File: src/rtl/avsd_dpll_pkg.sv
// Shared definitions for the AVSD DPLL/NCO block.
//   - Default parameter constants used by avsd_dpll_nco.
//   - FSM state encoding, also visible on the top-level dbg_state port.
package avsd_dpll_pkg;

    localparam int AW_DEF       = 24;  // NCO accumulator / step width
    localparam int CW_DEF       = 16;  // REF period counter width
    localparam int MW_DEF       = 6;   // multiplication factor width
    localparam int LOCK_N_DEF   = 4;   // matched periods needed for lock
    localparam int LOCK_TOL_DEF = 2;   // period tolerance in sys cycles

    typedef enum logic [1:0] {
        ST_OFF  = 2'd0,  // disabled, everything cleared
        ST_ACQ  = 2'd1,  // waiting for the first REF edge
        ST_MEAS = 2'd2,  // counting, no valid step yet
        ST_RUN  = 2'd3   // step valid, accumulator running
    } dpll_state_e;

endpackage

File: src/rtl/avsd_seq_div.sv
// Restartable unsigned restoring divider, one quotient bit per cycle.
//
// Ports:
//   clk, rst_n  : clock, asynchronous active-low reset
//   start       : load dividend/divisor and begin; restarts a divide in flight
//   abort       : drop any divide in flight (wins over start)
//   dividend    : DW-bit numerator, sampled on start
//   divisor     : VW-bit denominator, sampled on start
//   done        : one-cycle pulse DW cycles after the start cycle
//   quotient    : result, valid while done is high and held until next start
//
// Handshake: start and abort are single-cycle requests with no back-pressure;
// done is the only response and is suppressed for any aborted or restarted
// divide, so a done pulse always belongs to the most recent start.
module avsd_seq_div #(
    parameter int DW = 30,
    parameter int VW = 16
) (
    input  logic          clk,
    input  logic          rst_n,
    input  logic          start,
    input  logic          abort,
    input  logic [DW-1:0] dividend,
    input  logic [VW-1:0] divisor,
    output logic          done,
    output logic [DW-1:0] quotient
);

    localparam int CNTW = $clog2(DW + 1);

    logic [DW-1:0]   quo_q, quo_d;
    logic [VW-1:0]   rem_q, rem_d;
    logic [VW-1:0]   den_q, den_d;
    logic [CNTW-1:0] cnt_q, cnt_d;
    logic            busy_q, busy_d;
    logic            done_q, done_d;
    logic [VW:0]     trial;

    always_comb begin
        quo_d  = quo_q;
        rem_d  = rem_q;
        den_d  = den_q;
        cnt_d  = cnt_q;
        busy_d = busy_q;
        done_d = 1'b0;
        // Partial remainder shifted left with the next dividend bit; the
        // dividend bits are consumed from the top of the quotient register.
        trial  = {rem_q, quo_q[DW-1]};

        if (abort) begin
            busy_d = 1'b0;
        end else if (start) begin
            quo_d  = dividend;
            rem_d  = '0;
            den_d  = divisor;
            cnt_d  = CNTW'(DW);
            busy_d = 1'b1;
        end else if (busy_q) begin
            if (trial >= {1'b0, den_q}) begin
                rem_d = VW'(trial - {1'b0, den_q});
                quo_d = {quo_q[DW-2:0], 1'b1};
            end else begin
                rem_d = trial[VW-1:0];
                quo_d = {quo_q[DW-2:0], 1'b0};
            end
            cnt_d = cnt_q - CNTW'(1);
            if (cnt_q == CNTW'(1)) begin
                busy_d = 1'b0;
                done_d = 1'b1;
            end
        end
    end

    always_ff @(posedge clk or negedge rst_n) begin
        if (!rst_n) begin
            quo_q  <= '0;
            rem_q  <= '0;
            den_q  <= '0;
            cnt_q  <= '0;
            busy_q <= 1'b0;
            done_q <= 1'b0;
        end else begin
            quo_q  <= quo_d;
            rem_q  <= rem_d;
            den_q  <= den_d;
            cnt_q  <= cnt_d;
            busy_q <= busy_d;
            done_q <= done_d;
        end
    end

    assign done     = done_q;
    assign quotient = quo_q;

endmodule

File: src/rtl/avsd_dpll_nco.sv
// Frequency-locking NCO: measures the REF period in CLK cycles, divides
// (MULT << AW) by it to get a phase step, and runs a phase accumulator whose
// MSB is the generated clock.
//
// Ports:
//   CLK, RSTn : system clock, asynchronous active-low reset
//   REF       : reference clock, asynchronous to CLK
//   ENb       : active-low enable; high forces OFF on the next cycle
//   MULT      : output/reference frequency ratio, sampled at each divide start
//   CLK_OUT   : generated clock (accumulator MSB)
//   LOCK      : frequency lock (RUN, full match count, non-zero step)
//   PERIOD    : last captured REF period in CLK cycles
//   STEP      : current NCO phase step
//   dbg_state : current FSM state (dpll_state_e encoding)
module avsd_dpll_nco
    import avsd_dpll_pkg::*;
#(
    parameter int AW       = AW_DEF,
    parameter int CW       = CW_DEF,
    parameter int MW       = MW_DEF,
    parameter int LOCK_N   = LOCK_N_DEF,
    parameter int LOCK_TOL = LOCK_TOL_DEF
) (
    input  logic          CLK,
    input  logic          RSTn,
    input  logic          REF,
    input  logic          ENb,
    input  logic [MW-1:0] MULT,
    output logic          CLK_OUT,
    output logic          LOCK,
    output logic [CW-1:0] PERIOD,
    output logic [AW-1:0] STEP,
    output logic [1:0]    dbg_state
);

    localparam int MCW = $clog2(LOCK_N + 1);
    localparam logic [AW-1:0] STEP_MAX = AW'(1) << (AW - 1);

    dpll_state_e    state_q, state_d;
    logic           ref_s1_q, ref_s1_d;
    logic           ref_s2_q, ref_s2_d;
    logic           ref_d_q, ref_d_d;
    logic [1:0]     arm_q, arm_d;
    logic [CW-1:0]  cnt_q, cnt_d;
    logic [CW-1:0]  period_q, period_d;
    logic [AW-1:0]  step_q, step_d;
    logic [AW-1:0]  acc_q, acc_d;
    logic [MCW-1:0] match_q, match_d;
    logic           lock_q, lock_d;

    logic           ref_edge;
    logic           sat;
    logic [CW-1:0]  per_diff;
    logic           per_match;
    logic           div_start, div_abort, div_done;
    logic [MW+AW-1:0] div_quo;
    logic [AW-1:0]  step_new;

    avsd_seq_div #(
        .DW(MW + AW),
        .VW(CW)
    ) u_div (
        .clk      (CLK),
        .rst_n    (RSTn),
        .start    (div_start),
        .abort    (div_abort),
        .dividend ({MULT, {AW{1'b0}}}),
        .divisor  (cnt_q),
        .done     (div_done),
        .quotient (div_quo)
    );

    // Edges are ignored until the synchroniser has refilled after reset, so
    // a REF already high at reset release is not taken as an edge.
    assign ref_edge  = (arm_q == 2'd3) && ref_s2_q && !ref_d_q;
    assign sat       = &cnt_q;
    assign per_diff  = (cnt_q >= period_q) ? (cnt_q - period_q) : (period_q - cnt_q);
    assign per_match = (per_diff <= CW'(LOCK_TOL));
    // Clamp keeps the output at or below CLK/2.
    assign step_new  = (div_quo > {{MW{1'b0}}, STEP_MAX}) ? STEP_MAX : div_quo[AW-1:0];

    always_comb begin
        ref_s1_d  = REF;
        ref_s2_d  = ref_s1_q;
        ref_d_d   = ref_s2_q;
        arm_d     = (arm_q == 2'd3) ? arm_q : arm_q + 2'd1;
        state_d   = state_q;
        cnt_d     = cnt_q;
        period_d  = period_q;
        step_d    = step_q;
        acc_d     = acc_q;
        match_d   = match_q;
        div_start = 1'b0;
        div_abort = 1'b0;

        if (ENb) begin
            state_d   = ST_OFF;
            cnt_d     = '0;
            period_d  = '0;
            step_d    = '0;
            acc_d     = '0;
            match_d   = '0;
            div_abort = 1'b1;
        end else begin
            case (state_q)
                ST_OFF: state_d = ST_ACQ;
                ST_ACQ: begin
                    if (ref_edge) begin
                        state_d = ST_MEAS;
                        cnt_d   = CW'(1);
                    end
                end
                default: begin
                    // Counter saturation means REF is gone; it overrides a
                    // coincident edge.
                    if (sat) begin
                        state_d   = ST_ACQ;
                        cnt_d     = '0;
                        period_d  = '0;
                        step_d    = '0;
                        acc_d     = '0;
                        match_d   = '0;
                        div_abort = 1'b1;
                    end else begin
                        cnt_d = cnt_q + CW'(1);
                        if (state_q == ST_RUN) begin
                            // A zero step parks the accumulator so CLK_OUT stays low.
                            acc_d = (step_q == '0) ? '0 : acc_q + step_q;
                        end
                        if (div_done) begin
                            step_d  = step_new;
                            state_d = ST_RUN;
                        end
                        if (ref_edge) begin
                            period_d  = cnt_q;
                            cnt_d     = CW'(1);
                            div_start = 1'b1;
                            if (per_match) begin
                                match_d = (match_q == MCW'(LOCK_N)) ? match_q : match_q + MCW'(1);
                            end else begin
                                match_d = '0;
                            end
                        end
                    end
                end
            endcase
        end

        lock_d = (state_d == ST_RUN) && (match_d == MCW'(LOCK_N)) && (step_d != '0);
    end

    always_ff @(posedge CLK or negedge RSTn) begin
        if (!RSTn) begin
            state_q  <= ST_OFF;
            ref_s1_q <= 1'b0;
            ref_s2_q <= 1'b0;
            ref_d_q  <= 1'b0;
            arm_q    <= 2'd0;
            cnt_q    <= '0;
            period_q <= '0;
            step_q   <= '0;
            acc_q    <= '0;
            match_q  <= '0;
            lock_q   <= 1'b0;
        end else begin
            state_q  <= state_d;
            ref_s1_q <= ref_s1_d;
            ref_s2_q <= ref_s2_d;
            ref_d_q  <= ref_d_d;
            arm_q    <= arm_d;
            cnt_q    <= cnt_d;
            period_q <= period_d;
            step_q   <= step_d;
            acc_q    <= acc_d;
            match_q  <= match_d;
            lock_q   <= lock_d;
        end
    end

    assign CLK_OUT   = acc_q[AW-1];
    assign LOCK      = lock_q;
    assign PERIOD    = period_q;
    assign STEP      = step_q;
    assign dbg_state = state_q;

endmodule

File: config.mk
export PLATFORM = sky130hd
export DESIGN_NAME = avsd_dpll_nco
export DESIGN_NICKNAME = d
export VERILOG_FILES = /design/src/rtl/avsd_dpll_pkg.sv /design/src/rtl/avsd_seq_div.sv /design/src/rtl/avsd_dpll_nco.sv
export SDC_FILE = /design/constraint.sdc
export NUM_CORES = 1
export LEC_CHECK = 0
export ABC_AREA = 1
export ABC_CLOCK_PERIOD_IN_PS = 2200
export CORE_ASPECT_RATIO = 1.4
export CORE_MARGIN = 4
export CORE_UTILIZATION = 35
export DETAILED_ROUTE_END_ITERATION = 8
export PLACE_DENSITY = 0.63
export SYNTH_ARGS = -nofsm -noshare
export SYNTH_HDL_FRONTEND = slang
export SYNTH_SLANG_ARGS = --single-unit
export TNS_END_PERCENT = 30
File: constraint.sdc
create_clock -name CLK -period 2.2 [get_ports CLK]
set_clock_uncertainty 0.05 [all_clocks]
set_input_delay 0.44 -clock CLK [delete_from_list [all_inputs] [get_ports CLK]]
set_output_delay 0.44 -clock CLK [all_outputs]
set_load 0.005 [all_outputs]
==> results.md <==
| Item | Value |
|:---|:---|
| Post-layout total power | 10.1 mW |
| Worst reg2reg setup slack | -0.42 ns |
| Effective utilization at floorplan | 35.7% |
| Final worst path period need | 2.62 ns |
| Largest net degree at the start of global routing | 48 |
| Fraction of the core area covered by cells at the end of the flow | 50.4% |
| Die extent in y | 218 um |
| Cells after DPL | 2227 |
| Reported max-cap violation count | 0 |
| IO buf count | 53 |
| Critical path launch point type | flip-flop |
| Root Buffer | clkbuf_16 |
| CP most frequent cell | nand2_2 |
| Warning count from the yosys run | 0 |
| Vias/cell | 4.96 |
| Cell count after synthesis | 1575 |
| Number of enable flip-flop cells after synthesis | 0 |
| Initial antenna violation count | 1 |
| Result of the run | finished with violations |
| Number of global-route vias before repair | 11462 |
| Worst EP arrival | 2.94 ns |
| CTS sink count | 160 |
| Area enclosed by the die boundary | 34400 um^2 |
| Placed wire-length estimate after detailed placement | 26200 um |
| Netlist area before placement | 11000 um^2 |
| Fraction of the cycle the final worst path needs | 119% |
| Crit-path max FO | 3 |
| Post-Layout Inst Area | 15600 um^2 |
| Hold crit path type | reg -> reg |
| Ordered list of cells on the worst path | inv_2 > ha_4 > fa_2 > inv_2 > nand2_4 > nand2_4 > nand2_2 > nand2_2 > nand2_2 > nand3_1 > nand2_1 > nor2_2 > nand2_1 > nand2_1 > nand3_2 > o21ai_4 > nand2_2 > nand2_2 > nand2_1 > nor2_2 |
| Routed wirelength normalized by instance count | 14.9 um |
| Most used flip-flop cell after synthesis | dfrtp_1 |
| H-tree depth reported by CTS | 4 |
| Violations in the final reports | setup timing |
| Antenna fix cells | 0 |
| F_max | 381 MHz |
| DRC marker count from the first detailed-route iteration | 637 |
| Top cell type by total area after synthesis | dfrtp_1 |
| DR vias | 11388 |
| Type of element capturing the critical path | flip-flop |
| Leak pwr | 7.98 nW |
| Worst max-slew margin expressed relative to the limit | 55.3% |
| Post-placement cell area | 13800 um^2 |
| Overflow left after global routing | 0 |
| Commonest non-fill, non-tap cell in the layout | nand2_1 |
| Asr flop ratio synth | 100% |
| Final Max Tran Viols | 0 |
| Number of top-level pins | 54 |
| Count of buffer and inverter cells on the critical path | 2 |
| Worst-path cell with the longest stage delay | dfrtp_1 |
| Synthesized netlist net count | 1665 |
| Power per unit of standard cell area | 652 nW/um^2 |
| Deepest clock path buffer count | 2 |
| IR Drop Worst-Case VDD | 656 uV |
| Total routed wirelength | 34300 um |
| Floorplan row count | 76 |
| Remaining antenna violation count | 0 |
| Post-route setup slack | -0.421 ns |
| Highest-count cells in the layout ignoring fill and taps | nand2_1 (466), buf_4 (249), inv_1 (190) |
| Fraction of final layout cells sized beyond drive strength 1 | 25.7% |
| Fin cells | 2298 |
| Transition time at the pin with the least slew margin | 0.670 ns |
| Portion of the post-synthesis area used by sequential elements | 36.3% |
| Fraction of synthesized cell area taken by the top area cell type | 36.3% |
| Relative area change from synthesis to final layout | 41.3% |
| Global-route usage over all layers | 20.0% |
| Die span in x | 158 um |
| Post-synthesis register bit count | 160 |
| Routability cong. | 0.943 |
| Largest stage delay on the critical path | 0.42 ns |
| Clock tree from TritonCTS | built |
| Later-pin clock latency in the skew report | 0.43 ns |
| Clk pin slew, worst setup/hold paths | 0.07 ns |
| Number of remaining DRC errors | 0 |
| Final Hold Violating Endpoints | 0 |
| Mean cell area of the mapped netlist | 7.00 um^2 |
| Class of the most critical setup path | reg -> reg |
| Global-route wire length before repair | 55700 um |
| Top cells by area, synth | dfrtp_1 (36%), nand2_1 (17%), ha_1 (8.6%) |
| Net count reported at finish | 1985 |
| Setup repair after global routing missed its margin | true |
| Family with the most delay on the worst path | simple AND/OR/NAND/NOR gates |
| Number of clock buffers inserted by TritonCTS | 17 |
| Drt pass-1 iters | 5 |
| Area of the core | 30900 um^2 |
| Distinct cells, synth | 48 |
| Worst Path Required | 2.52 ns |
| Final sum of negative setup slack | -25.20 ns |
| Total of endpoints with negative setup slack in the final report | 113 |
[worst register-to-register path: cells and delay by family (launching register included)]
kind | cells | cell delay, ns
AOI/OAI and AO/OA | 1 | 0.22
adders and majority gates | 2 | 0.53
buffers and inverters | 2 | 0.20
DFF | 1 | 0.42
and+or+nand+nor | 15 | 1.15
[synthesized netlist by cell type, types with 4 or more instances]
cell / instances
xnor2_1: 15
a21oi_1: 83
fa_1: 4
nor3_1: 18
o21bai_1: 6
a31oi_1: 5
nand4_1: 12
buf_2: 11
o21ai_0: 83
dfrtp_1: 160
a21o_1: 7
nor2_2: 9
inv_2: 9
nand3_1: 84
ha_1: 76
clkbuf_1: 14
nor2_1: 152
nor4_1: 11
buf_1: 4
inv_1: 208
nand2_2: 12
o22ai_1: 37
nand2_1: 495
xor2_1: 18
[sequential cells by signal, indices dropped and copies added, names as in the netlist]
name and count:
LOCK 1, PERIOD 16, STEP 24, acc_q 24
arm_q 2, cnt_q 16, dbg_state 2, match_q 3
ref_d_d 1, ref_d_q 1, ref_s1_q 1, u_div.busy_q 1
u_div.cnt_q 5, u_div.den_q 16, u_div.done 1, u_div.quotient 30
u_div.rem_q 16
[worst paths after layout]
kind	startpoint	end	cells after the start
setup / recovery	PERIOD[0]	LOCK	20
hold / removal	ref_s1_q	ref_d_d	0
setup reg to reg	PERIOD[0]	LOCK	20
hold reg to reg	ref_s1_q	ref_d_d	0
max in group asynchronous	RSTn	cnt_q[0]	3
min in group asynchronous	RSTn	u_div.rem_q[13]	2
[power breakdown]
| part | switching (mW) | internal, mW | total [mW] | leakage, nW |
|---|---|---|---|---|
| logic | 1.87 | 1.50 | 3.37 | 5.55 |
| clock network | 1.26 | 1.90 | 3.16 | 0.294 |
| registers | 0.268 | 3.35 | 3.62 | 2.14 |
[metrics by stage]
| stage | setup WS, ns | hold slack, ns |
|---|---|---|
| 4_1_cts | -0.363 | 0.300 |
| 2_1_floorplan | -0.0766 | 0.0944 |
| 3_5_place_dp | -0.508 | 0.286 |
| 5_1_grt | -0.553 | 0.322 |
| 6_report | -0.421 | 0.296 |
| 3_3_place_gp | -0.467 | 0.282 |
[cell families (layout without fill, tap and decap cells)]
group	count (synthesis)	count (layout)	synth area share, %
simple gates	805	809	30.1
buf+inv	255	584	9.11
compound gates	241	241	12.4
flops	160	160	36.3
fa+ha+maj	80	80	9.35
xor+xnor	33	33	2.62
mux	1	1	0.102
[per-layer routing]
layer / GRT usage [%] / part of all wire, % / up-vias
li1: - / - / 5703
met1: 23.3 / 40 / 5367
met2: 36.3 / 53 / 227
met3: 2.78 / 3.1 / 89
met4: 8.62 / 3.9 / 2
met5: 0 / 0.032 / -
[area by class of cell]
type                       count  area [um^2]
fill                        2902        15300
multi-input combinational   1164         6750
sequential                   160         4010
timing repair buffer         332         2870
inverter                     220          846
tap                          390          488
clock buffer                  19          433
clock inverter                13          188
[what timing repair did]
action	CTS	global route
hold buffers	1	0
gates resized for setup	98	125
buffers inserted	13	18
setup endpoints to repair	123	129
endpoints found under the hold margin	38	0
pin swaps	25	21
cloned	4	3
(Power assumes the default switching activity.)
